### src/rtl/clock_tick_pkg.sv
// Shared constants and helpers for the clock tick generator and its channels.
// Latency: n/a (compile-time only). Backpressure: n/a.
`timescale 1ns/1ps
package clock_tick_pkg;

  localparam int NUM_CH_MAX    = 8;
  localparam int CNT_W_DEF     = 27;
  localparam int DIV_RESET_DEF = 25000;

  // Channel-select width; a single channel still needs a 1-bit port.
  function automatic int lch_width(input int num_ch);
    return (num_ch > 1) ? $clog2(num_ch) : 1;
  endfunction

endpackage

### src/rtl/clock_tick_channel.sv
// One divider channel: counter, active/pending divisor, registered tick and square wave.
// Latency: tick one cycle after the wrap edge. Backpressure: none, free-running.
`timescale 1ns/1ps
module clock_tick_channel
  import clock_tick_pkg::*;
#(
  parameter int CNT_W     = CNT_W_DEF,
  parameter int DIV_RESET = DIV_RESET_DEF
) (
  input  logic             clock,
  input  logic             clear,
  input  logic             enable,
  input  logic             load,
  input  logic [CNT_W-1:0] load_div,
  output logic             tick,
  output logic             sq_out
);

  localparam logic [CNT_W-1:0] DIV_INIT = CNT_W'(DIV_RESET);

  logic [CNT_W-1:0] cnt;
  logic [CNT_W-1:0] div_act;
  logic [CNT_W-1:0] div_pend;
  logic             pend;
  logic [CNT_W-1:0] eff;
  logic             wrap;

  // A zero divisor behaves as divide-by-one.
  always_comb begin
    eff  = (div_act == '0) ? CNT_W'(1) : div_act;
    wrap = enable && (cnt == eff - CNT_W'(1));
  end

  always_ff @(posedge clock or posedge clear) begin
    if (clear) begin
      cnt      <= '0;
      div_act  <= DIV_INIT;
      div_pend <= DIV_INIT;
      pend     <= 1'b0;
      tick     <= 1'b0;
    end else begin
      if (!enable || wrap) cnt <= '0;
      else                 cnt <= cnt + CNT_W'(1);
      tick <= wrap;
      // The pending flag is sampled before this edge's load, so a load
      // coinciding with a wrap waits for the following wrap.
      if (pend && (wrap || !enable)) begin
        div_act <= div_pend;
        pend    <= 1'b0;
      end
      if (load) begin
        div_pend <= load_div;
        pend     <= 1'b1;
      end
    end
  end

`ifdef CLOCK_TICK_SQUARE_OUT_EN
  always_ff @(posedge clock or posedge clear) begin
    if (clear)     sq_out <= 1'b0;
    else if (wrap) sq_out <= ~sq_out;
  end
`else
  assign sq_out = 1'b0;
`endif

endmodule

### src/rtl/clock_tick_generator.sv
// NUM_CH independent programmable tick dividers; square-wave flops only with CLOCK_TICK_SQUARE_OUT_EN.
// Latency: tick one cycle after terminal count. Backpressure: none, loads always accepted.
`timescale 1ns/1ps
module clock_tick_generator
  import clock_tick_pkg::*;
#(
  parameter int NUM_CH    = 2,
  parameter int CNT_W     = CNT_W_DEF,
  parameter int DIV_RESET = DIV_RESET_DEF,
  localparam int LCH_W    = lch_width(NUM_CH)
) (
  input  logic              clock,
  input  logic              clear,
  input  logic [NUM_CH-1:0] enable,
  input  logic              load,
  input  logic [LCH_W-1:0]  load_ch,
  input  logic [CNT_W-1:0]  load_div,
  output logic [NUM_CH-1:0] tick,
  output logic [NUM_CH-1:0] sq_out
);

  // Out-of-range load_ch values match no channel and are dropped.
  for (genvar i = 0; i < NUM_CH; i++) begin : g_ch
    logic ld_hit;
    assign ld_hit = load && (load_ch == LCH_W'(i));

    clock_tick_channel #(
      .CNT_W     (CNT_W),
      .DIV_RESET (DIV_RESET)
    ) u_ch (
      .clock    (clock),
      .clear    (clear),
      .enable   (enable[i]),
      .load     (ld_hit),
      .load_div (load_div),
      .tick     (tick[i]),
      .sq_out   (sq_out[i])
    );
  end

endmodule

### config.mk
export PLATFORM = sky130hd
export DESIGN_NAME = clock_tick_generator
export DESIGN_NICKNAME = d
export VERILOG_FILES = /design/src/rtl/clock_tick_pkg.sv /design/src/rtl/clock_tick_channel.sv /design/src/rtl/clock_tick_generator.sv
export SDC_FILE = /design/constraint.sdc
export NUM_CORES = 1
export LEC_CHECK = 0
export ABC_AREA = 0
export CELL_PAD_IN_SITES_DETAIL_PLACEMENT = 1
export CELL_PAD_IN_SITES_GLOBAL_PLACEMENT = 2
export CORE_MARGIN = 3
export CORE_UTILIZATION = 40
export DETAILED_ROUTE_END_ITERATION = 8
export PLACE_DENSITY = 0.79
export SLEW_MARGIN = 5
export SYNTH_ARGS = -nofsm -noshare
export SYNTH_HDL_FRONTEND = slang
export SYNTH_SLANG_ARGS = --single-unit
### constraint.sdc
create_clock -name clock -period 6.7 [get_ports clock]
set_clock_uncertainty 0.05 [all_clocks]
set_input_delay 1.005 -clock clock [delete_from_list [all_inputs] [get_ports clock]]
set_output_delay 1.005 -clock clock [all_outputs]
set_load 0.02 [all_outputs]
Yosys cells after proc, flatten, opt, wreduce, memory -nomap -nowiden

Cells that the tools add are included.

Bitwise gates (word level): 1
Add/sub/neg operators: 4
Muxes and demuxes: 8
Eq/ne operators: 2
Reduce and logical (&&, ||, !) cells: 14

Operators by type and width:

| kind                  | number |
|---|---|
| $mux 27               | 4 |
| $add 27x1->27 const B | 2 |
| $eq 27x27->1          | 2 |
| $logic_not 27->1      | 2 |
| $sub 27x1->27 const B | 2 |
| $logic_and 1x1->1     | 6 |
| $mux 1                | 4 |
| $reduce_bool 2->1     | 2 |
| $logic_not 1->1       | 2 |
| $logic_or 1x1->1      | 2 |
| $not 1->1             | 1 |

Flip-flop bits (word level): 166
Logic and storage cells: 39
Input bits: 33

Logic depth before layout (Yosys ltp)

Gate-level depths: netlist of the first run.

Depth in word-level cells: 9
Depth in mapped cells: 15

Modules after synthesis

Synthesis of the first run repeated with hierarchy kept, for this count alone.

Cell total of the unflattened synthesis: 847
Area, all modules: 9339.0 µm²

By module, submodules not included:

| module                             | times used | area each (µm²) | cells each |
|---|---|---|---|
| clock_tick_channel at g_ch[1].u_ch | 1          | 4672.0          | 428 |
| clock_tick_channel at g_ch[0].u_ch | 1          | 4650.7          | 417 |
| clock_tick_generator               | 1          | 16.3            | 2 |

Worst setup path after synthesis of the first run

No wires, ideal clock.

Path type: register -> register
Start point: register g_ch[0].u_ch.div_act[5]
End point: register g_ch[0].u_ch.div_act[0]
Data arrival time: 3.915 ns
Library setup time: 0.125 ns
Stages on the path, launching flop included: 16
Data required time: 6.525 ns
Setup slack: 2.609 ns
Path through: dfstp_2 > buf_2 > nor4_2 > and4_1 > a21oi_1 > ha_1 > or4b_4 > nor4_1 > xnor2_1 > nor3_1 > nand3_1 > or4b_4 > o41a_1 > buf_6 > buf_6 > mux2_4

Longest elaborated chain between the ends: 7

RTL lines:

| item                   | line                     | RTL |
|---|---|---|
| from (decl)            | clock_tick_channel.sv:22 | `logic [CNT_W-1:0] div_act;` |
| from (signal assigned) | clock_tick_channel.sv:48 | `div_act <= div_pend;` |
| $logic_not 27->1       | clock_tick_channel.sv:30 | `eff = (div_act == '0) ? CNT_W'(1) : div_act;` |
| $mux 27 *              | clock_tick_channel.sv:30 |  |
| $sub 27x1->27 *        | clock_tick_channel.sv:31 | `wrap = enable && (cnt == eff - CNT_W'(1));` |
| $eq 27x27->1 *         | clock_tick_channel.sv:31 |  |
| $logic_and 1x1->1 *    | clock_tick_channel.sv:31 |  |
| $logic_or 1x1->1 *     | clock_tick_channel.sv:47 | `if (pend && (wrap \|\| !enable)) begin` |
| $logic_and 1x1->1 *    | clock_tick_channel.sv:47 |  |

Every way passes the cells marked *; elsewhere a longest branch is shown, timed or not.
A chain may end at the register's enable or synchronous reset.

Worst setup path after layout of the first run

Start point: register g_ch[0].u_ch.div_act[6]
End point: register g_ch[0].u_ch.div_act[9]

The elaborated chain is that of the path after synthesis.

==> results.md, run 1 <==
- Register area share after synthesis: 0.475
- Max FO, Critical Path: 27
- Die ar.: 23800 um2
- RePlAce Congestion: 0.917
- Hold-fix buffers at CTS: 0
- Synth Cell Area: 8810 um2
- FP Rows: 53
- Most frequent cells in the layout: 142 x dfrtp_1, 90 x mux2_2, 86 x nor2_1
- Iter 0 DRT Violations: 303
- Vias in the first global route: 6707
- Hold Crit Class: reg -> reg
- Syn-to-layout area delta: 12.7%
- Synthesized area per cell: 11.0 um2
- H-tree lvl count: 4
- Post-DP HPWL: 15900 um
- Ys flop type: dfrtp_1
- Relative slew margins: 0.183
- Syn Inst Count: 802
- Initial antenna violation count: 0
- Startpoint Class: register
- GR peak layer: met2
- Gr ovfl total: 0
- Worst path arrival time: 5.67 ns
- First-pass GRT wire length: 36200 um
- GRT met2 Usage: 0.304
- Asr flop ratio synth: 1.00
- Register Area: 4180 um2
- Power Density: 298 nW/um2
- Via count of the routed design: 6189
- WL final: 21600 um
- CTS root buffer: clkbuf_16
- Post-DR wirelength/cell: 19.4 um
- CTS tree: done
- Largest net degree at the start of global routing: 72
- Fraction of layout cells with a size suffix above 1: 0.218
- Sinks on the clock net: 166
- Tot GR Track Use: 0.188
- Distinct cells, synth: 68
- First-pass DRT Iterations: 4
- Fin crit share: 0.809
- DRC viols: 0
- Antenna cells: 0
- DR vias/cell: 5.55
- Filler Cell Count: 2303
- Layout net count: 865
- Critical path endpoint category: register
- Commonest non-fill, non-tap cell in the layout: dfrtp_1
- Clock buffer depth: 2
- Final ANT Viol Nets: 0
- FMAX: 185 MHz
- Die Height: 154 um
- Crit Path Class: reg -> reg
- Pins Over Slew Limit: 0
- Outcome: complete, no violations
- Hold Vio Cnt, Final: 0
- Starting density of the core: 0.412
- Post-CTS setup buffers: 0
- # IOs: 37
- EDFF count, synth: 0
- Setup violations, final: 0
- Dpl cells: 1084
- Final Power: 2950 uW
- Setup tns final: 0 ns
- Clock slew at reported path FFs: 0.07 ns
- Max cap viols: 0
- RSZ-0062 raised after global routing: false
- Core Util, Final: 0.465
- M3 GR Usage: 0.0353
- Die Wd: 154 um
- Core area: 21400 um2
- Synth Warn #: 0
- Grt met1 use: 0.265
- Max IR drop VDD: 141 uV
- LEAKAGE: 0.00396 uW
- Worst-skew pair later-pin latency: 0.42 ns
- Num CTS Buffers: 17
- Worst Path Required: 6.95 ns
- Final std cells w/o fill: 1116
- Least-Margin Pin Slew: 1.22 ns
- Tmin final: 5.42 ns
- PortBufs: 34
- PostCTS Resize Cnt: 0
- Area of the multi-input gates: 4390 um2
- Post-synthesis register bit count: 166
cells by family (layout without fill, tap and decap cells):
family | count (synthesis) | in the layout | synth area share
AOI/OAI and AO/OA | 65 | 65 | 0.0521
xor gates and xnor gates | 116 | 116 | 0.115
adders and majority gates | 4 | 4 | 0.00568
buffers and inverters | 52 | 90 | 0.0277
DFF | 166 | 166 | 0.475
muxes | 114 | 114 | 0.154
other | 1 | 2 | 0.000426
and+or+nand+nor | 284 | 284 | 0.170
critical path, stage by stage (launching register included):
cell       delay [ns]
dfrtp_1          0.48
nor4_2           0.61
and4_1           0.48
a21oi_1          0.18
ha_1             0.30
or4b_4           0.25
nor3_2           0.08
a2111oi_0        0.80
o22ai_1          0.19
or4b_4           0.59
o41a_2           0.84
mux2_4           0.43
state kept, by name (all words and copies together), names as in the netlist:
name and count:
g_ch.u_ch.tick 2, g_ch.u_ch.div_pend 54, g_ch.u_ch.pend 2, g_ch.u_ch.cnt 54, g_ch.u_ch.div_act 54
metal layers:
layer / part of all wire / vias up / wire length, um
met3: 0.036 / 15 / 780
met5: 0 / - / 0
met2: 0.48 / 108 / 10300
met1: 0.48 / 3161 / 10300
met4: 0.010 / 0 / 223
li1: - / 2905 / -
layout make-up:
| type | instances | share of cell area |
|---|---|---|
| Multi-Input combinational cell | 585 | 0.442 |
| Clock buffer | 21 | 0.0464 |
| Clock inverter | 11 | 0.0102 |
| Timing Repair Buffer | 38 | 0.0373 |
| Inverter | 20 | 0.00807 |
| Sequential cell | 166 | 0.422 |
| Tap cell | 275 | 0.0347 |
Yosys cell counts (5+ instances only):
cell / count / area [um2]
dfstp_2: 24 / 631
and3_1: 10 / 62.6
o22ai_1: 5 / 31.3
nand2_1: 30 / 113
or4_1: 8 / 60.1
nor4_1: 16 / 100
clkbuf_1: 19 / 71.3
o21ai_0: 13 / 65.1
nand2b_1: 6 / 37.5
mux2_4: 20 / 300
or3_1: 6 / 37.5
dfrtp_1: 142 / 3550
xor2_1: 56 / 490
a21oi_1: 10 / 50.1
buf_4: 6 / 45.0
nor2_1: 86 / 323
nor3_1: 31 / 155
inv_1: 20 / 75.1
xnor2_1: 60 / 526
nand3_1: 35 / 175
nand4_1: 21 / 131
mux2_2: 90 / 1010
final timing paths:
| path | start | endpoint | slack (ns) | depth (start not counted) |
|---|---|---|---|---|
| worst max-delay path | g_ch[0].u_ch.div_act[6]$_DFFE_PP0P_ | g_ch[0].u_ch.div_act[9]$_DFFE_PP0P_ | 1.28 | 11 |
| worst min-delay path | g_ch[1].u_ch.div_pend[11]$_DFFE_PP0P_ | g_ch[1].u_ch.div_act[11]$_DFFE_PP0P_ | 0.45 | 1 |
| worst max register to register | g_ch[0].u_ch.div_act[6]$_DFFE_PP0P_ | g_ch[0].u_ch.div_act[9]$_DFFE_PP0P_ | 1.28 | 11 |
| worst min register to register | g_ch[1].u_ch.div_pend[11]$_DFFE_PP0P_ | g_ch[1].u_ch.div_act[11]$_DFFE_PP0P_ | 0.45 | 1 |
| max in group asynchronous | clear | g_ch[1].u_ch.div_act[9]$_DFFE_PP0P_ | 4.50 | 3 |
| min in group asynchronous | clear | g_ch[0].u_ch.cnt[23]$_DFF_PP0_ | 1.01 | 2 |
where the power goes:
part | switching, uW | total (uW) | internal [uW]
Clock | 408 | 940 | 532
Combinational | 296 | 623 | 327
Sequential | 215 | 1390 | 1180
stage by stage:
| step | instance area [um2] | hold slack, ns | setup slack (ns) |
|---|---|---|---|
| finish | 9930 | 0.452 | 1.28 |
| global placement | 9360 | 0.435 | 1.63 |
| floorplan | 8810 | 0.425 | 1.19 |
| CTS | 9930 | 0.456 | 1.43 |
| detailed placement | 9360 | 0.442 | 1.51 |
| global route | 9930 | 0.470 | 0.950 |
No activity file was read; power rests on OpenSTA's default activity.
==> inputs of run 2 (changes only) <==
==> constraint.sdc (replaced) <==
create_clock -name clock -period 5 [get_ports clock]
set_clock_uncertainty 0.05 [all_clocks]
set_input_delay 0.75 -clock clock [delete_from_list [all_inputs] [get_ports clock]]
set_output_delay 0.75 -clock clock [all_outputs]
set_load 0.02 [all_outputs]
==> run 2 against run 1 <==
  * First-iteration DRC count rose by 19%
  * Worst hold slack about the same
  * Global-route usage up 0.27 points
  * Sequential share of layout area decreased by 0.56 points
  * Die area stayed put
  * Critical path type unchanged
==> results.md, run 2 (synthesis results as in run 1) <==
- Area after DPL: 9440 um2 (+0.76%)
- Hold Crit Class: reg -> reg
- CTS root buffer: clkbuf_16
- Clock buffer depth: 2 (unchanged)
- Die Height: 154 um (unchanged)
- LEAKAGE: 0.00404 uW (+2.0%)
- Startpoint Class: register
- H-tree lvl count: 4 (unchanged)
- Gr ovfl total: 0 (unchanged)
- Die ar.: 23800 um2 (unchanged)
- # IOs: 37 (unchanged)
- Power Density: 407 nW/um2 (+37%)
- Antenna cells: 0 (unchanged)
- Dpl cells: 1092 (+0.74%)
- CP max stage delay: 0.70 ns (-0.14 ns)
- Fraction of layout cells with a size suffix above 1: 0.223 (+0.00502)
- Max IR drop VDD: 211 uV (+50%)
- Most frequent cells in the layout: 142 x dfrtp_1, 90 x mux2_2, 86 x nor2_1
- Crit-path leading delay family: simple AND/OR/NAND/NOR gates
- Largest net degree at the start of global routing: 167 (+130%)
- Commonest non-fill, non-tap cell in the layout: dfrtp_1
- Core area: 21400 um2 (unchanged)
- Tot GR Track Use: 0.191 (+0.00270)
- Post-CTS setup buffers: 0 (unchanged)
- DR vias/cell: 5.49 (-1.1%)
- Iter 0 DRT Violations: 362 (+19%)
- FP Rows: 53 (unchanged)
- Max cap viols: 0 (unchanged)
- Sinks on the clock net: 166 (unchanged)
- Biggest regs: g_ch.u_ch.cnt: 54 flops, g_ch.u_ch.div_act: 54 flops, g_ch.u_ch.div_pend: 54 flops
- Clock slew at reported path FFs: 0.06 ns (about the same)
- Num CTS Buffers: 17 (unchanged)
- Setup violations, final: 0 (unchanged)
- WL final: 21900 um (+1.3%)
- Post-DP HPWL: 15900 um (+0.36%)
- Crit Path Class: reg -> reg
- Filler Cell Count: 2304 (+0.043%)
- Initial antenna violation count: 0 (unchanged)
- Layout net count: 873 (+0.92%)
- Outcome: complete, no violations
- RePlAce Congestion: 0.882 (-3.8%)
- CTS tree: done
- Starting density of the core: 0.412 (unchanged)
- First-pass DRT Iterations: 4 (unchanged)
- FMAX: 213 MHz (+15%)
- Crit path max-delay cell type: o41a_4
- RSZ-0062 raised after global routing: false
- Critical path buffers and inverters: 0 (unchanged)
- Die Wd: 154 um (unchanged)
- Hold Vio Cnt, Final: 0 (unchanged)
- Worst slack at placement: 0.234 ns (-1.28 ns)
- Setup tns final: 0 ns (unchanged)
- Final ANT Viol Nets: 0 (unchanged)
- PortBufs: 34 (unchanged)
- Vias in the first global route: 6745 (+0.57%)
- Least-Margin Pin Slew: 1.25 ns (+0.0239 ns)
- DRC viols: 0 (unchanged)
- Relative slew margins: 0.167 (-0.0160)
- Pins Over Slew Limit: 0 (unchanged)
- First-pass GRT wire length: 36800 um (+1.6%)
- Max FO, Critical Path: 27 (unchanged)
- Worst-skew pair later-pin latency: 0.42 ns (about the same)
- Fin crit share: 0.941 (+0.132)
- Final std cells w/o fill: 1124 (+0.72%)
- Worst path arrival time: 4.96 ns (-0.71 ns)
- Tmin final: 4.71 ns (-0.713 ns)
- Critical path endpoint category: register
- Worst Path Required: 5.25 ns (-1.70 ns)
- Hold-fix buffers at CTS: 0 (unchanged)
- Setup ws final: 0.295 ns (-0.987 ns)
- Crit-path cells: nor4_1 -> and4_1 -> a21oi_1 -> ha_1 -> or4b_4 -> nor4_1 -> xnor2_1 -> nor3_1 -> nand3_1 -> or4b_4 -> o41a_4 -> mux2_4
- Via count of the routed design: 6167 (-0.36%)
- Syn-to-layout area delta: 14.2%
- Post-DR wirelength/cell: 19.5 um (+0.57%)
- Final instance area: 10100 um2 (+1.3%)
[run 2: power by group]
group          internal (uW)  switching (uW)  total [uW]
combinational            450             404         853
sequential              1580             280        1860
clock                    840             546        1390
[run 2: through the flow]
step                      power, uW  utilization  hold slack [ns]
final                          4100        0.471            0.452
after global routing           4330        0.471            0.470
after CTS                      4140        0.471            0.456
after detailed placement       2720        0.442            0.441
after global placement         2680        0.442            0.436
after floorplan                2440            -            0.425
[run 2: timing repair]
item	CTS	global route
resized for setup	0	1
endpoints found under the hold margin	0	0
setup endpoints to repair	0	27
[run 2: path summary, 6_finish.rpt]
check,start,end,slack [ns],cells past startpoint
max in group asynchronous,clear,g_ch[1].u_ch.cnt[12]$_DFF_PP0_,3.38,3
max reg2reg,g_ch[0].u_ch.div_act[13]$_DFFE_PP1P_,g_ch[0].u_ch.div_act[16]$_DFFE_PP0P_,0.29,12
min reg2reg,g_ch[1].u_ch.div_pend[12]$_DFFE_PP0P_,g_ch[1].u_ch.div_pend[12]$_DFFE_PP0P_,0.45,1
min,g_ch[1].u_ch.div_pend[12]$_DFFE_PP0P_,g_ch[1].u_ch.div_pend[12]$_DFFE_PP0P_,0.45,1
max,g_ch[0].u_ch.div_act[13]$_DFFE_PP1P_,g_ch[0].u_ch.div_act[16]$_DFFE_PP0P_,0.29,12
min in group asynchronous,clear,g_ch[0].u_ch.cnt[25]$_DFF_PP0_,0.88,3
[run 2: cell type report]
class | count | area, um2 | area share
clock buffer | 21 | 440 | 0.0438
clock inverter | 11 | 175 | 0.0174
inverter | 20 | 78.8 | 0.00784
multi-input combinational | 585 | 4390 | 0.437
sequential | 166 | 4180 | 0.416
tap | 275 | 344 | 0.0342
timing repair buffer | 46 | 443 | 0.0440
[run 2: layer usage]
metal,vias to the layer above,global-route usage,part of all wire,wire length [um]
met2,79,0.305,0.47,10300
met5,-,0,0,0
li1,2904,-,-,-
met1,3166,0.276,0.49,10800
met3,18,0.0294,0.026,570
met4,0,0.0433,0.010,229
